[config.mk]
export PLATFORM = sky130hd
export DESIGN_NAME = apb_req_arbiter
export DESIGN_NICKNAME = d
export VERILOG_FILES = /design/src/rtl/apb_arb_pkg.sv /design/src/rtl/apb_rr_pick.sv /design/src/rtl/apb_req_arbiter.sv
export SDC_FILE = /design/constraint.sdc
export NUM_CORES = 1
export LEC_CHECK = 0
export ABC_AREA = 1
export BUFFER_PORTS_ARGS = -buffer_cell sky130_fd_sc_hd__buf_2
export CAP_MARGIN = 20
export CORE_MARGIN = 2
export CORE_UTILIZATION = 25
export DETAILED_ROUTE_END_ITERATION = 12
export SLEW_MARGIN = 20
export SYNTH_ARGS = -nofsm -noshare
export SYNTH_HDL_FRONTEND = slang
export SYNTH_SLANG_ARGS = --single-unit
[constraint.sdc]
create_clock -name clk_APB -period 8.72 [get_ports clk_APB]
set_clock_uncertainty 0.1 [all_clocks]
set_input_delay 0.872 -clock clk_APB [delete_from_list [all_inputs] [get_ports clk_APB]]
set_output_delay 0.872 -clock clk_APB [all_outputs]
set_load 0.005 [all_outputs]
[src/rtl/apb_arb_pkg.sv]
// rtl/apb_arb_pkg.sv - shared state encoding and helpers for the APB request arbiter
package apb_arb_pkg;

    typedef enum logic [1:0] {
        ST_IDLE = 2'd0,
        ST_REQ  = 2'd1,
        ST_WAIT = 2'd2,
        ST_DONE = 2'd3
    } arb_state_t;

    localparam int MAX_NREQ = 8;

    function automatic int onehot2idx(input logic [MAX_NREQ-1:0] oh);
        int r;
        r = 0;
        for (int i = 0; i < MAX_NREQ; i++) begin
            if (oh[i]) r = i;
        end
        return r;
    endfunction

endpackage

[src/rtl/apb_rr_pick.sv]
// rtl/apb_rr_pick.sv - combinational round-robin picker, search starts just after ptr
module apb_rr_pick
    import apb_arb_pkg::*;
#(
    parameter int NREQ = 4,
    parameter int PW   = (NREQ > 1) ? $clog2(NREQ) : 1
) (
    input  logic [NREQ-1:0] req,
    input  logic [PW-1:0]   ptr,
    output logic [NREQ-1:0] gnt_oh,
    output logic [PW-1:0]   idx,
    output logic            any
);

    logic [PW-1:0]       cand;
    logic [MAX_NREQ-1:0] oh_ext;

    always_comb begin
        gnt_oh = '0;
        cand   = '0;
        for (int k = 1; k <= NREQ; k++) begin
            cand = PW'((int'(ptr) + k) % NREQ);
            if (gnt_oh == '0 && req[cand]) gnt_oh[cand] = 1'b1;
        end
    end

    assign any    = |req;
    assign oh_ext = MAX_NREQ'(gnt_oh);
    assign idx    = PW'(onehot2idx(oh_ext));

endmodule

[src/rtl/apb_req_arbiter.sv]
// rtl/apb_req_arbiter.sv - round-robin sharing of one APB master between NREQ requesters
module apb_req_arbiter
    import apb_arb_pkg::*;
#(
    parameter int NREQ = 4,
    parameter int DW   = 32,
    parameter int AW   = 8
) (
    input  logic             clk_APB,
    input  logic             rst,
    input  logic [NREQ-1:0]    req,
    input  logic [NREQ-1:0]    req_w,
    input  logic [NREQ*AW-1:0] req_addr,
    input  logic [NREQ*DW-1:0] req_wdata,
    output logic [NREQ-1:0]  gnt,
    output logic [NREQ-1:0]  done,
    output logic [DW-1:0]    rdata,
    output logic             busy,
    output logic             MISEL,
    output logic             MIW,
    output logic [AW-1:0]    MIADDR,
    output logic [DW-1:0]    MIDATA,
    input  logic             PSEL,
    input  logic             PEN,
    input  logic             PREADY,
    input  logic [DW-1:0]    MODATA
);

    localparam int PW = (NREQ > 1) ? $clog2(NREQ) : 1;

    arb_state_t      state, state_nxt;
    logic [PW-1:0]   ptr;
    logic [PW-1:0]   pick_idx;
    logic [NREQ-1:0] pick_oh;
    logic            pick_any;
    logic            grant_now;
    logic            xfer_end;

    apb_rr_pick #(.NREQ(NREQ), .PW(PW)) u_pick (
        .req    (req),
        .ptr    (ptr),
        .gnt_oh (pick_oh),
        .idx    (pick_idx),
        .any    (pick_any)
    );

    assign grant_now = (state == ST_IDLE) && pick_any;
    assign xfer_end  = (state == ST_WAIT) && PSEL && PEN && PREADY;

    always_ff @(posedge clk_APB or negedge rst) begin
        if (!rst) state <= ST_IDLE;
        else      state <= state_nxt;
    end

    always_comb begin
        state_nxt = state;
        case (state)
            ST_IDLE: if (pick_any)     state_nxt = ST_REQ;
            ST_REQ:  if (PSEL && !PEN) state_nxt = ST_WAIT;
            ST_WAIT: if (xfer_end)     state_nxt = ST_DONE;
            ST_DONE:                   state_nxt = ST_IDLE;
        endcase
    end

    // Fields are frozen at grant so requesters may change them freely afterwards
    always_ff @(posedge clk_APB or negedge rst) begin
        if (!rst) begin
            gnt    <= '0;
            ptr    <= PW'(NREQ - 1);
            MIW    <= 1'b0;
            MIADDR <= '0;
            MIDATA <= '0;
            rdata  <= '0;
        end else begin
            if (grant_now) begin
                gnt    <= pick_oh;
                ptr    <= pick_idx;
                MIW    <= req_w[pick_idx];
                MIADDR <= req_addr[int'(pick_idx)*AW +: AW];
                MIDATA <= req_wdata[int'(pick_idx)*DW +: DW];
            end else if (state == ST_DONE) begin
                gnt <= '0;
            end
            if (xfer_end && !MIW) rdata <= MODATA;
        end
    end

    assign MISEL = (state == ST_REQ);
    assign busy  = (state != ST_IDLE);
    assign done  = (state == ST_DONE) ? gnt : '0;

endmodule

==> out/results.txt, run 1 <==
CTS buffer count = 9
Setup TNS Final = 0 ns
CP endpoint kind = register
most frequent cells in the layout = nand2_1 (318), buf_2 (286), nor2_1 (149)
Final Cycle Share = 0.546
clock latency on the worst-skew pair = 0.34 ns
detailed-placement wirelength estimate = 13800 um
Post-CTS Setup Bufs = 0
synthesized area = 5680 um^2
Max rail drop VDD = 0.284 mV
FF+latch count, synth = 81
post-synthesis compound-gate area fraction = 0.0163
Clock Pin Slew Worst Setup and Hold Paths = 0.07 ns
Worst-Margin Slew = 0.988 ns
CTS sink count = 81
Remaining DRCs = 0
largest net degree at the start of global routing = 82
footprint of the multi-input gates = 2960 um^2
Int Pwr = 0.00170 W
fillcell total = 2512
NetSw = 0.00211 W
area share of the largest cell type after synthesis = 0.348
Syn. warnings = 0
fraction of layout cells with a size suffix above 1 = 0.346
final WL = 19200 um
asr flop ratio synth = 1.00
storage element area = 2030 um^2
Switching Share = 0.554
dominant combinational cell family by area after synthesis = simple AND/OR/NAND/NOR gates
outcome = finished, final reports clean
Initial Util = 0.253
Crit Path Class = register to register
PostCTS Resize Cnt = 0
setup slack after layout = 3.96 ns
P&R area growth vs syn = 32.6%
Avg Cell Area, Syn = 6.59 um^2
WP data arrival = 4.89 ns
Final GP Congestion = 0.834
drt first pass iters = 4
global-route usage over all layers = 0.158
CP peak stage delay = 0.73 ns
post-synthesis mux area share = 0.0634
cts hold-fix bufs = 0
clock root buffer = clkbuf_16
maxcap violations = 0
DR vias = 5971
H-tree level count = 3
Synth Flop Type = dfrtp_1
CTS tree = yes
CP Launch Type = register
Syn Nets = 1079
adder-cell share of the synthesized area = 0.0264
EDFF count, synth = 0
DRT iter0 DRCs = 319
Simple-Gate Fraction of Synth Area = 0.413
WP data required = 8.85 ns
max_slew headroom = 0.339
initial antenna violation count = 1
die outline height = 155 um
FMAX = 0.210 GHz
Static Leakage = 4.59 nW
Core Box Area = 22500 um^2
vias in the first global route = 5843
Comb power frac = 0.725
gr ovfl total = 0
Crit Path Max Fanout = 43
Die ar. = 24000 um^2
Cell Chain, Critical Path = inv_2 -> ha_1 -> inv_1 -> nand3_1 -> nand2_2 -> o31ai_4 -> nand3_2 -> nand3_2 -> inv_1 -> nand3_1 -> nand3_1 -> nor2_2 -> nand3_1 -> nand2_2 -> nand2_4 -> nand2_4 -> nand2_1 -> nand2_1 -> nand2_1 -> nand2_1 -> nand2_1
final slew viol count = 0
I/O Buffers = 287
slowest CP cell = nand2_2
Vias/cell = 4.23
post-synthesis xor/xnor area fraction = 0
Ports = 288
Reg power frac = 0.178
wire per inst = 13.6 um
cell taking the most area after synthesis = dfrtp_1
Synth area leaders = dfrtp_1 (35%), nand2_1 (21%), nor2_1 (9.9%)
# setup viols final = 0
Final Net Count = 1340
Cell Rows = 55
Die W = 155 um
Final Hold Fails = 0
Max clock buf depth = 2
Fin Hold WS = 0.375 ns
Antenna Cells = 0
Pwr Total = 0.00381 W
Final min period = 4.76 ns
sequential-to-total area share from yosys stat = 0.357
Yosys cell types = 31
most common cell after layout, fill and taps aside = nand2_1
Pwr Density = 505 nW/um^2
Cells after Synth = 862
Hold WC Path Type = register to register
most used cell, CP = nand2_1
Routed Antenna Nets = 0
Post-Place Setup Slack = 3.97 ns
RSZ-0062 raised after global routing = false
Clock power frac = 0.098
first-pass GRT wire length = 29700 um
==> worst paths after layout <==
check	start	end	slack [ns]	depth (start not counted)
max	ptr[0]	MIDATA[1]	3.96	21
max reg2reg	ptr[0]	MIDATA[1]	3.96	21
max in group asynchronous	rst	MIDATA[0]	7.51	1
min in group asynchronous	rst	rdata[19]	0.48	1
min reg2reg	MIDATA[14]	MIDATA[14]	0.37	2
min	MIDATA[14]	MIDATA[14]	0.37	2
==> Yosys cell counts (3+ instances only) <==
master	number
ha_1	12
buf_4	6
buf_8	4
nor2_2	22
buf_2	16
buf_6	4
clkbuf_1	8
nor2_1	150
nand3_2	5
buf_1	3
mux2_2	32
dfrtp_1	79
nand2_4	3
o21ai_0	7
inv_2	5
inv_1	109
nand3_1	54
nand2_2	9
nand2_1	318
==> routing by layer <==
layer / vias up / global-route usage / part of all wire
met1: 2601 / 0.190 / 0.42
li1: 3098 / - / -
met2: 253 / 0.278 / 0.48
met4: 0 / 0.0525 / 0.019
met5: - / 0 / 0
met3: 19 / 0.0367 / 0.078
==> critical path, delay by kind of cell, from the launching register on <==
family                     cells  cell delay (ns)
and+or+nand+nor               16             3.18
buffers and inverters          3             0.27
adders and majority gates      1             0.35
DFF                            1             0.63
AOI/OAI and AO/OA              1             0.09
==> power by group through the flow <==
stage / clock network (W) / registers [W] / logic (W)
after floorplan: 0 / 0.000685 / 0.00215
after CTS: 0.000390 / 0.000678 / 0.00280
after global routing: 0.000406 / 0.000699 / 0.00317
after global placement: 0 / 0.000680 / 0.00276
after detailed placement: 0 / 0.000680 / 0.00279
final: 0.000373 / 0.000676 / 0.00276
==> kinds of logic after synthesis <==
family	count (synthesis)
and+or+nand+nor	567
buffers and inverters	156
DFF	81
muxes	32
AOI/OAI and AO/OA	14
adders and majority gates	12
==> state kept, by name (all words and copies together) (netlist names) <==
name    flops
MIADDR      8
MIDATA     32
MIW         1
gnt         4
ptr         2
rdata      32
state       2
==> metrics by stage <==
stage	std cells	utilization	cell area, um^2
2_1_floorplan	862	-	5680
4_1_cts	1413	0.335	7530
3_3_place_gp	1397	0.322	7240
6_report	1413	0.335	7540
3_5_place_dp	1397	0.322	7240
5_1_grt	1413	0.335	7540
==> area by class of cell <==
cell class,instances,area share
Multi-Input combinational cell,625,0.392
Sequential cell,81,0.269
Timing Repair Buffer,291,0.195
Inverter,115,0.0576
Tap cell,285,0.0473
Clock buffer,9,0.0299
Clock inverter,7,0.00847
Power figures use the tool's default switching activity.
==> run 2: changes to the inputs <==
==> constraint.sdc (replaced) <==
create_clock -name clk_APB -period 4.4 [get_ports clk_APB]
set_clock_uncertainty 0.1 [all_clocks]
set_input_delay 0.44 -clock clk_APB [delete_from_list [all_inputs] [get_ports clk_APB]]
set_output_delay 0.44 -clock clk_APB [all_outputs]
set_load 0.005 [all_outputs]
==> run 2 against run 1 <==
- clock power up 97%
- setup slack worse by 3.3 ns
- register-to-register slack worse by 3.3 ns
- critical path type unchanged
- critical endpoint is now MIDATA[13]
==> out/results.txt, run 2 (same netlist as run 1, synthesis figures left out) <==
Ports = 288 (unchanged)
Final Net Count = 1344 (was 1340)
Setup TNS Final = 0 ns (unchanged)
CP Launch Type = register (unchanged)
Worst-Margin Slew = 0.942 ns (was 0.988 ns)
Final Hold Fails = 0 (unchanged)
NetSw = 0.00416 W (was 0.00211 W)
die outline height = 155 um (unchanged)
Hold WC Path Type = primary input to register (was register to register)
Reg power frac = 0.177 (was 0.178)
global-route usage over all layers = 0.159 (was 0.158)
clock root buffer = clkbuf_16 (unchanged)
Die ar. = 24000 um^2 (unchanged)
setup slack after layout = 0.690 ns (was 3.96 ns)
FF-to-FF End = MIDATA[13] (was MIDATA[1])
drt first pass iters = 6 (was 4)
Hold Path Cell Cnt = 2 (unchanged)
Max clock buf depth = 2 (unchanged)
CP endpoint kind = register (unchanged)
Switching Share = 0.550 (was 0.554)
# setup viols final = 0 (unchanged)
max_slew headroom = 0.371 (was 0.339)
most common cell after layout, fill and taps aside = nand2_1 (unchanged)
biggest registers after layout = MIDATA (32), rdata (32), MIADDR (8) (unchanged)
I/O Buffers = 287 (unchanged)
Static Leakage = 4.61 nW (was 4.59 nW)
Final GP Congestion = 0.851 (was 0.834)
Vias/cell = 4.25 (was 4.23)
RSZ-0062 raised after global routing = false (unchanged)
hold_sp = MODATA[14] (was MIDATA[14])
Max rail drop VDD = 0.734 mV (was 0.284 mV)
CTS tree = yes (unchanged)
most frequent cells in the layout = nand2_1 (318), buf_2 (286), nor2_1 (149) (unchanged)
WP data required = 4.58 ns (was 8.85 ns)
Crit Path Class = register to register (unchanged)
WHS Endpoint = rdata[14] (was MIDATA[14])
Int Pwr = 0.00341 W (was 0.00170 W)
Routed Antenna Nets = 0 (unchanged)
first-pass GRT wire length = 29400 um (was 29700 um)
maxcap violations = 0 (unchanged)
P&R area growth vs syn = 33.3% (was 32.6%)
fraction of layout cells with a size suffix above 1 = 0.347 (was 0.346)
Cell Rows = 55 (unchanged)
Remaining DRCs = 0 (unchanged)
Final Cycle Share = 0.843 (was 0.546)
clock latency on the worst-skew pair = 0.33 ns (was 0.34 ns)
largest net degree at the start of global routing = 47 (was 82)
DR vias = 6029 (was 5971)
wire per inst = 13.8 um (was 13.6 um)
R2R Setup Slk = 0.69 ns (was 3.96 ns)
Core Box Area = 22500 um^2 (unchanged)
fillcell total = 2508 (was 2512)
Final min period = 3.71 ns (was 4.76 ns)
DRT iter0 DRCs = 229 (was 319)
Clock Pin Slew Worst Setup and Hold Paths = 0.07 ns (about the same)
reg2reg start = ptr[0] (unchanged)
vias in the first global route = 5620 (was 5843)
Post-Place Setup Slack = 0.676 ns (was 3.97 ns)
Die W = 155 um (unchanged)
CTS sink count = 81 (unchanged)
H-tree level count = 3 (unchanged)
Pwr Density = 1000 nW/um^2 (was 505 nW/um^2)
Comb power frac = 0.726 (was 0.725)
FMAX = 0.270 GHz (was 0.210 GHz)
CTS buffer count = 9 (unchanged)
Clock power frac = 0.097 (was 0.098)
final WL = 19500 um (was 19200 um)
Crit Path Max Fanout = 45 (was 43)
detailed-placement wirelength estimate = 14300 um (was 13800 um)
final slew viol count = 0 (unchanged)
gr ovfl total = 0 (unchanged)
WP data arrival = 3.89 ns (was 4.89 ns)
Antenna Cells = 0 (unchanged)
Post-Route Utilization = 0.337 (was 0.335)
outcome = finished, final reports clean (unchanged)
Initial Util = 0.253 (unchanged)
FF-to-FF path depth = 21 (unchanged)
initial antenna violation count = 3 (was 1)
run 2: cell count changes in the layout (fill, tap and decap cells not counted), sizes merged:
cell | before | now
buf | 291 | 294
clkinv | 3 | 2
clkinvlp | 1 | 2
dlygate4sd3 | 0 | 1
run 2: worst max-delay path by stage:
stage                      end  cells after the start   start
global placement    MIDATA[16]                     21  ptr[0]
detailed placement  MIDATA[14]                     21  ptr[0]
finish              MIDATA[13]                     21  ptr[0]
global route         MIDATA[0]                     21  ptr[0]
floorplan            MIADDR[0]                     22  ptr[0]
CTS                 MIDATA[14]                     21  ptr[0]
run 2: what timing repair did:
action                    4_1_cts  5_1_grt
hold endpoints to repair       16        0
hold buffers                    1        0
setup buffers                   0        0
gates resized for setup         0        0
run 2: stage by stage:
stage          instance area [um^2]  std cells  hold slack (ns)  power [W]
2_1_floorplan                  5680        862           0.0444    0.00562
5_1_grt                        7580       1417            0.200    0.00849
3_5_place_dp                   7280       1400            0.360    0.00694
6_report                       7580       1417            0.226    0.00758
3_3_place_gp                   7280       1400            0.359    0.00688
4_1_cts                        7580       1417            0.202    0.00772
run 2: cell type report:
cell class                      count  area (um^2)  share of cell area
Clock buffer                        9          225              0.0297
Timing Repair Buffer              295         1510               0.200
Tap cell                          285          357              0.0471
Inverter                          115          434              0.0573
Clock inverter                      7         61.3             0.00809
Sequential cell                    81         2030               0.268
Multi-Input combinational cell    625         2960               0.390
run 2: worst max-delay path, stage by stage, from the launching register on:
cell and delay [ns]:
dfstp_2 0.63, inv_2 0.12, ha_1 0.36, inv_1 0.12
nand3_1 0.10, nand2_2 0.12, o31ai_4 0.10, nand3_1 0.10
nand2_2 0.07, nor2_2 0.17, nand3_1 0.09, nand2_1 0.10
nor2_2 0.06, nand3_2 0.08, nand2_4 0.07, inv_4 0.38
nand2_4 0.45, nand2_1 0.18, nand2_1 0.07, nand2_1 0.06
nand2_1 0.05, nand2_1 0.07
run 2: layer usage:
layer | vias to the layer above | track usage | part of all wire
met1 | 2640 | 0.182 | 0.41
met2 | 262 | 0.288 | 0.49
met5 | - | 0 | 0.0013
li1 | 3095 | - | -
met4 | 6 | 0.0432 | 0.017
met3 | 26 | 0.0451 | 0.082
run 2: power by group through the flow:
stage                     Combinational [W]  Sequential, W  Clock [W]
final                               0.00550        0.00134   0.000733
after global placement              0.00554        0.00134          0
after global routing                0.00629        0.00139   0.000804
after detailed placement            0.00559        0.00135          0
after CTS                           0.00560        0.00134   0.000773
after floorplan                     0.00426        0.00136          0
